$ cat src/rtl/t01_ai_pkg.sv
// Shared types and constants for the AI placement search datapath.
// Holds the scheduler state encoding, datapath widths and default score weights.
package t01_ai_pkg;

    localparam int SCORE_W      = 16;
    localparam int ROT_W        = 2;
    localparam int COL_W        = 4;

    localparam int NUM_ROT_DEF  = 4;
    localparam int NUM_COL_DEF  = 10;
    localparam int W_LINES_DEF  = 8;
    localparam int W_HOLES_DEF  = 5;
    localparam int W_BUMP_DEF   = 1;
    localparam int W_HEIGHT_DEF = 1;

    typedef enum logic [3:0] {
        S_IDLE,
        S_REQ,
        S_START,
        S_WAIT_LOW,
        S_WAIT_HIGH,
        S_SCORE,
        S_RELEASE,
        S_NEXT,
        S_DONE
    } state_e;

endpackage

$ cat src/rtl/t01_ai_score_calc.sv
// Weighted board score from extractor features, plus the signed compare
// that decides whether this candidate replaces the current best.
module t01_ai_score_calc
    import t01_ai_pkg::*;
#(
    parameter int W_LINES  = W_LINES_DEF,
    parameter int W_HOLES  = W_HOLES_DEF,
    parameter int W_BUMP   = W_BUMP_DEF,
    parameter int W_HEIGHT = W_HEIGHT_DEF
) (
    input  logic        [2:0]         lines_cleared,
    input  logic        [7:0]         holes,
    input  logic        [7:0]         bumpiness,
    input  logic        [7:0]         height_sum,
    input  logic                      best_valid,
    input  logic signed [SCORE_W-1:0] best_score,
    output logic signed [SCORE_W-1:0] score,
    output logic                      better
);

    logic [SCORE_W-1:0] lines_term;
    logic [SCORE_W-1:0] holes_term;
    logic [SCORE_W-1:0] bump_term;
    logic [SCORE_W-1:0] height_term;

    // Features are zero-extended; the modulo-2^16 difference is the signed score.
    always_comb begin
        lines_term  = SCORE_W'(W_LINES)  * SCORE_W'(lines_cleared);
        holes_term  = SCORE_W'(W_HOLES)  * SCORE_W'(holes);
        bump_term   = SCORE_W'(W_BUMP)   * SCORE_W'(bumpiness);
        height_term = SCORE_W'(W_HEIGHT) * SCORE_W'(height_sum);
        score       = $signed(lines_term - holes_term - bump_term - height_term);
        // Strictly greater, so ties keep the earlier candidate.
        better      = !best_valid || (score > best_score);
    end

endmodule

$ cat src/rtl/t01_ai_move_scheduler.sv
// Walks every (rotation, column) candidate, handshakes with the placement
// generator and feature extractor, and keeps the best-scoring placement.
module t01_ai_move_scheduler
    import t01_ai_pkg::*;
#(
    parameter int NUM_ROT  = NUM_ROT_DEF,
    parameter int NUM_COL  = NUM_COL_DEF,
    parameter int W_LINES  = W_LINES_DEF,
    parameter int W_HOLES  = W_HOLES_DEF,
    parameter int W_BUMP   = W_BUMP_DEF,
    parameter int W_HEIGHT = W_HEIGHT_DEF
) (
    input  logic                      clk,
    input  logic                      reset_n,
    input  logic                      start_search,
    input  logic                      abort,
    output logic                      place_req,
    output logic        [ROT_W-1:0]   place_rot,
    output logic        [COL_W-1:0]   place_col,
    input  logic                      place_ack,
    input  logic                      place_legal,
    output logic                      start_extract,
    input  logic                      extract_ready,
    input  logic        [2:0]         lines_cleared,
    input  logic        [7:0]         holes,
    input  logic        [7:0]         bumpiness,
    input  logic        [7:0]         height_sum,
    output logic                      busy,
    output logic                      search_done,
    output logic                      best_valid,
    output logic        [ROT_W-1:0]   best_rot,
    output logic        [COL_W-1:0]   best_col,
    output logic signed [SCORE_W-1:0] best_score
);

    localparam logic [ROT_W-1:0] ROT_LAST = ROT_W'(NUM_ROT - 1);
    localparam logic [COL_W-1:0] COL_LAST = COL_W'(NUM_COL - 1);

    state_e                    state_q, state_d;
    logic        [ROT_W-1:0]   rot_q, rot_d;
    logic        [COL_W-1:0]   col_q, col_d;
    logic                      place_req_q, place_req_d;
    logic                      start_extract_q, start_extract_d;
    logic                      busy_q, busy_d;
    logic                      search_done_q, search_done_d;
    logic                      best_valid_q, best_valid_d;
    logic        [ROT_W-1:0]   best_rot_q, best_rot_d;
    logic        [COL_W-1:0]   best_col_q, best_col_d;
    logic signed [SCORE_W-1:0] best_score_q, best_score_d;

    logic signed [SCORE_W-1:0] score;
    logic                      better;

    t01_ai_score_calc #(
        .W_LINES  (W_LINES),
        .W_HOLES  (W_HOLES),
        .W_BUMP   (W_BUMP),
        .W_HEIGHT (W_HEIGHT)
    ) u_score_calc (
        .lines_cleared (lines_cleared),
        .holes         (holes),
        .bumpiness     (bumpiness),
        .height_sum    (height_sum),
        .best_valid    (best_valid_q),
        .best_score    (best_score_q),
        .score         (score),
        .better        (better)
    );

    always_comb begin
        // NOTE: every variable gets a default first so no path infers a latch.
        state_d      = state_q;
        rot_d        = rot_q;
        col_d        = col_q;
        best_valid_d = best_valid_q;
        best_rot_d   = best_rot_q;
        best_col_d   = best_col_q;
        best_score_d = best_score_q;

        case (state_q)
            S_IDLE: begin
                if (start_search && !abort) begin
                    best_valid_d = 1'b0;
                    best_rot_d   = '0;
                    best_col_d   = '0;
                    best_score_d = '0;
                    rot_d        = '0;
                    col_d        = '0;
                    state_d      = S_REQ;
                end
            end
            S_REQ: begin
                if (place_req_q && place_ack) begin
                    state_d = place_legal ? S_START : S_NEXT;
                end
            end
            S_START:     state_d = S_WAIT_LOW;
            // A ready left high by the previous run must be seen low first.
            S_WAIT_LOW:  if (!extract_ready) state_d = S_WAIT_HIGH;
            S_WAIT_HIGH: if (extract_ready)  state_d = S_SCORE;
            S_SCORE: begin
                if (better) begin
                    best_valid_d = 1'b1;
                    best_rot_d   = rot_q;
                    best_col_d   = col_q;
                    best_score_d = score;
                end
                state_d = S_RELEASE;
            end
            S_RELEASE:   state_d = S_NEXT;
            S_NEXT: begin
                if (col_q == COL_LAST) begin
                    col_d   = '0;
                    rot_d   = rot_q + ROT_W'(1);
                    state_d = (rot_q == ROT_LAST) ? S_DONE : S_REQ;
                end else begin
                    col_d   = col_q + COL_W'(1);
                    state_d = S_REQ;
                end
            end
            S_DONE:      state_d = S_IDLE;
            default:     state_d = S_IDLE;
        endcase

        if (abort && (state_q != S_IDLE)) begin
            state_d      = S_IDLE;
            best_valid_d = 1'b0;
        end

        // Outputs are decoded from the next state so they leave a flop.
        place_req_d     = (state_d == S_REQ);
        start_extract_d = (state_d inside {S_START, S_WAIT_LOW, S_WAIT_HIGH, S_SCORE});
        busy_d          = (state_d != S_IDLE);
        search_done_d   = (state_d == S_DONE);
    end

    // NOTE: sequential state uses non-blocking assignments only.
    always_ff @(posedge clk or negedge reset_n) begin
        if (!reset_n) begin
            state_q         <= S_IDLE;
            rot_q           <= '0;
            col_q           <= '0;
            place_req_q     <= 1'b0;
            start_extract_q <= 1'b0;
            busy_q          <= 1'b0;
            search_done_q   <= 1'b0;
            best_valid_q    <= 1'b0;
            best_rot_q      <= '0;
            best_col_q      <= '0;
            best_score_q    <= '0;
        end else begin
            state_q         <= state_d;
            rot_q           <= rot_d;
            col_q           <= col_d;
            place_req_q     <= place_req_d;
            start_extract_q <= start_extract_d;
            busy_q          <= busy_d;
            search_done_q   <= search_done_d;
            best_valid_q    <= best_valid_d;
            best_rot_q      <= best_rot_d;
            best_col_q      <= best_col_d;
            best_score_q    <= best_score_d;
        end
    end

    assign place_req     = place_req_q;
    assign place_rot     = rot_q;
    assign place_col     = col_q;
    assign start_extract = start_extract_q;
    assign busy          = busy_q;
    assign search_done   = search_done_q;
    assign best_valid    = best_valid_q;
    assign best_rot      = best_rot_q;
    assign best_col      = best_col_q;
    assign best_score    = best_score_q;

endmodule

$ cat config.mk
export PLATFORM = sky130hd
export DESIGN_NAME = t01_ai_move_scheduler
export DESIGN_NICKNAME = d
export VERILOG_FILES = /design/src/rtl/t01_ai_pkg.sv /design/src/rtl/t01_ai_score_calc.sv /design/src/rtl/t01_ai_move_scheduler.sv
export SDC_FILE = /design/constraint.sdc
export NUM_CORES = 1
export LEC_CHECK = 0
export BUFFER_PORTS_ARGS = -buffer_cell sky130_fd_sc_hd__buf_2
export CORE_MARGIN = 10
export CORE_UTILIZATION = 57
export CTS_CLUSTER_DIAMETER = 50
export DETAILED_ROUTE_END_ITERATION = 12
export GPL_TIMING_DRIVEN = 0
export PLACE_DENSITY = 0.82
export SLEW_MARGIN = 10
export SYNTH_ARGS = -nofsm -noshare
export SYNTH_HDL_FRONTEND = slang
export SYNTH_HIERARCHICAL = 1
export SYNTH_SLANG_ARGS = --single-unit
$ cat constraint.sdc
create_clock -name clk -period 2.4 [get_ports clk]
set_input_delay 0.24 -clock clk [delete_from_list [all_inputs] [get_ports clk]]
set_output_delay 0.24 -clock clk [all_outputs]
set_load 0.05 [all_outputs]
==> impl_metrics.env <==
export IMPL_status="complete, but fails checks"
export IMPL_violations="negative setup slack"
export IMPL_ir_drop_v=0.000873
export IMPL_power_mw=5.54
export IMPL_critPathRequiredTime_ps=2610
export IMPL_place_hpwl_um=6610
export IMPL_critPathCaptureType="register"
export IMPL_ys_ff_latch=37
export IMPL_finClkSkew_ps=17.4
export IMPL_htree_levels=2
export IMPL_cp_slowest_stage_delay_ps=560
export IMPL_routed_wirelength_um=9980
export IMPL_syn_to_final_growth_pct=35.6
export IMPL_power_leakage_nw=2.27
export IMPL_wl_per_cell_um=17.1
export IMPL_synth_cell_types=58
export IMPL_avgSynthCellArea_sq_um=8.44
export IMPL_worst_path_max_delay_cell="fa_1"
export IMPL_hp_class="in -> async"
export IMPL_fin_area_sq_um=4700
export IMPL_clkTransAtPathRegs_ps=90
export IMPL_die_h_um=97.9
export IMPL_grt_overflow=0
export IMPL_setup_viol=23
export IMPL_boundaryPins=67
export IMPL_worstMarginPinSlew_ps=811
export IMPL_cts_hold_buf=0
export IMPL_antenna_found_initial=0
export IMPL_cap_violations=0
export IMPL_place_area_sq_um=4010
export IMPL_diodes=0
export IMPL_finalCritPeriodShare_pct=247
export IMPL_viasPerCell=5.67
export IMPL_yosysWarnings=6
export IMPL_grt_total_usage_pct=18.3
export IMPL_worst_slack_ps=-3530
export IMPL_grt_max_degree=38
export IMPL_timing_fmax_mhz=169
export IMPL_clk_insertion_delay_late_ps=300
export IMPL_r2r_start="best_score[14]$_DFFE_PN0P_"
export IMPL_synthArstFlopShare_pct=100
export IMPL_cts_buffers=5
export IMPL_drive_gt1_share_pct=36.3
export IMPL_grt_pass1_vias=3400
export IMPL_cts_tree="built"
export IMPL_globalplace_congestion=0.827
export IMPL_dr_pass1_iters=4
export IMPL_ant_nets=0
export IMPL_r2r_setup_slack_ps=-130
export IMPL_fin_hold_ws_ps=23.0
export IMPL_synth_edf_count=0
export IMPL_nets=604
export IMPL_rows=28
export IMPL_finalCriticalPeriod_ps=5930
export IMPL_die_w_um=97.9
export IMPL_synthesis_area_sq_um=3460
export IMPL_cp_data_arrival_time_ps=6140
export IMPL_slew_viol_final=0
export IMPL_vias=3318
export IMPL_rsz0062_at_grt="yes"
export IMPL_cts_sinks=37
export IMPL_crit_path_start_kind="input port"
export IMPL_ff2ff_path_depth=12
export IMPL_crit_top_cell="ha_4"
export IMPL_syn_inst=410
export IMPL_clock_path_buffers=2
export IMPL_drtIter0Drc=151
export IMPL_die_area_sq_um=9590
export IMPL_post_route_drc_count=0
export IMPL_power_density_nw_per_um2=1180
export IMPL_start_util_pct=58.5
export IMPL_startpoint="holes[1]"
export IMPL_final_hold_viol_count=0
export IMPL_core_area_sq_um=5920
export IMPL_ys_seq_area_share_pct=26.7
export IMPL_synth_ff_type="dfrtp_1"
export IMPL_io_buffers=66
export IMPL_r2r_end="best_score[15]$_DFFE_PN0P_"
export IMPL_critPathMaxFanout=7
export IMPL_dp_cells=551
export IMPL_grt_pass1_wl_um=15200
export IMPL_cts_root_buf="clkbuf_8"
export IMPL_fin_cells=585
export IMPL_worstSetupPathType="in -> reg"
export IMPL_slew_headroom_pct=45.9
export IMPL_syn_nets=504
timing repair:
| item | 4_1_cts | 5_1_grt |
|---|---|---|
| endpoints found under the setup margin | 23 | 23 |
| cloned | 5 | 0 |
| resized for setup | 60 | 41 |
| setup buffers | 14 | 8 |
| pin swaps | 41 | 22 |
cell families after synthesis:
logic type | Yosys count | share of synthesized area (%)
AO/OA/AOI/OAI | 96 | 18.2
multiplexers | 2 | 0.650
XOR/XNOR | 14 | 3.54
flip-flops | 37 | 26.7
AND/OR/NAND/NOR | 128 | 18.3
adder cells (fa/ha/maj) | 60 | 24.1
buffers and inverters | 73 | 8.46
cells in the final DEF, fill, tap and decap left out, types with 6 or more instances in the layout:
master    synthesis  layout
nand2_4           0       9
ha_4              0      10
fa_1             11      10
a21oi_1          15      12
ha_1             49      38
dfrtp_1          37      37
clkbuf_8          0       6
o21ai_1           3       9
buf_8             0       6
nand2_2           0       9
o21ai_2           0      16
nor2_1           16      15
nor2b_1           8       7
buf_2             3      65
nand2_1          56      38
o21ai_0          36      13
buf_4             4      24
nand2b_1          8       8
a21o_1            7       7
xnor2_1           9       8
inv_1            61      60
nand3_1          10      10
worst max-delay path: cells and delay by family:
kind	cells	cell delay, ps
buffers and inverters	4	450
AOI/OAI and AO/OA	13	2530
xor gates and xnor gates	1	90
adders and majority gates	6	2020
and+or+nand+nor	6	790
power breakdown:
part	total (mW)	leakage (nW)	switching, mW	internal (mW)
registers	0.848	0.508	0.109	0.739
logic	4.23	1.72	2.36	1.86
clock network	0.462	0.0443	0.233	0.228
state kept, by name, indices dropped and copies added, names as in the netlist, 2 cells and up:
name,count
place_col,4
best_score,16
best_col,4
state_q,4
place_rot,2
best_rot,2
how the worst max path moves through the flow:
stage	to	slack [ps]	cells past startpoint
5_1_grt	best_score[1]$_DFFE_PN0P_	-3670	30
4_1_cts	best_score[4]$_DFFE_PN0P_	-3290	28
6_report	best_score[15]$_DFFE_PN0P_	-3530	30
3_5_place_dp	best_score[12]$_DFFE_PN0P_	-3930	25
2_1_floorplan	best_score[14]$_DFFE_PN0P_	-3220	28
3_3_place_gp	best_score[12]$_DFFE_PN0P_	-3740	25
through the flow:
step / setup WS [ps] / setup TNS [ps] / utilization (%)
after CTS: -3290 / -74560 / 75.1
after detailed placement: -3930 / -89360 / 67.7
after global placement: -3740 / -85120 / 67.7
after floorplan: -3220 / -73580 / -
final: -3530 / -79520 / 79.3
after global routing: -3670 / -82860 / 79.3
cell usage after synthesis, types with 3 or more instances:
master    number  area share (%)
inv_1         61             6.6
nand2_1       56             6.1
ha_1          49              18
dfrtp_1       37              27
o21ai_0       36             5.2
nor2_1        16             1.7
a21oi_1       15             2.2
fa_1          11             6.4
nand3_1       10             1.4
xnor2_1        9             2.3
nand2b_1       8             1.4
nor2b_1        8             1.4
a21o_1         7             1.5
clkbuf_1       5            0.54
xor2_1         5             1.3
a31oi_1        4            0.72
and3_1         4            0.72
buf_4          4            0.87
nand4_1        4            0.72
nor3_1         4            0.58
o21a_1         4            0.87
a21oi_2        3            0.76
buf_2          3            0.43
o21ai_1        3            0.43
or3_1          3            0.54
area by class of cell:
class                           count  area [sq um]
Tap cell                           75          93.8
Inverter                           61           229
Multi-Input combinational cell    301          2670
Timing Repair Buffer               92           589
Clock buffer                        7          86.3
Buffer                             12           103
Sequential cell                    37           926
Fill cell                         372          1220
layer usage:
| metal | vias to the layer above | global-route usage, % | wire [um] |
|---|---|---|---|
| met5 | - | 0 | 0 |
| met4 | 0 | 5.26 | 311 |
| met3 | 29 | 4.30 | 523 |
| met2 | 100 | 34.2 | 5140 |
| met1 | 1603 | 20.0 | 4010 |
| li1 | 1586 | - | - |
Note: power is estimated with default switching activity, not from simulation.
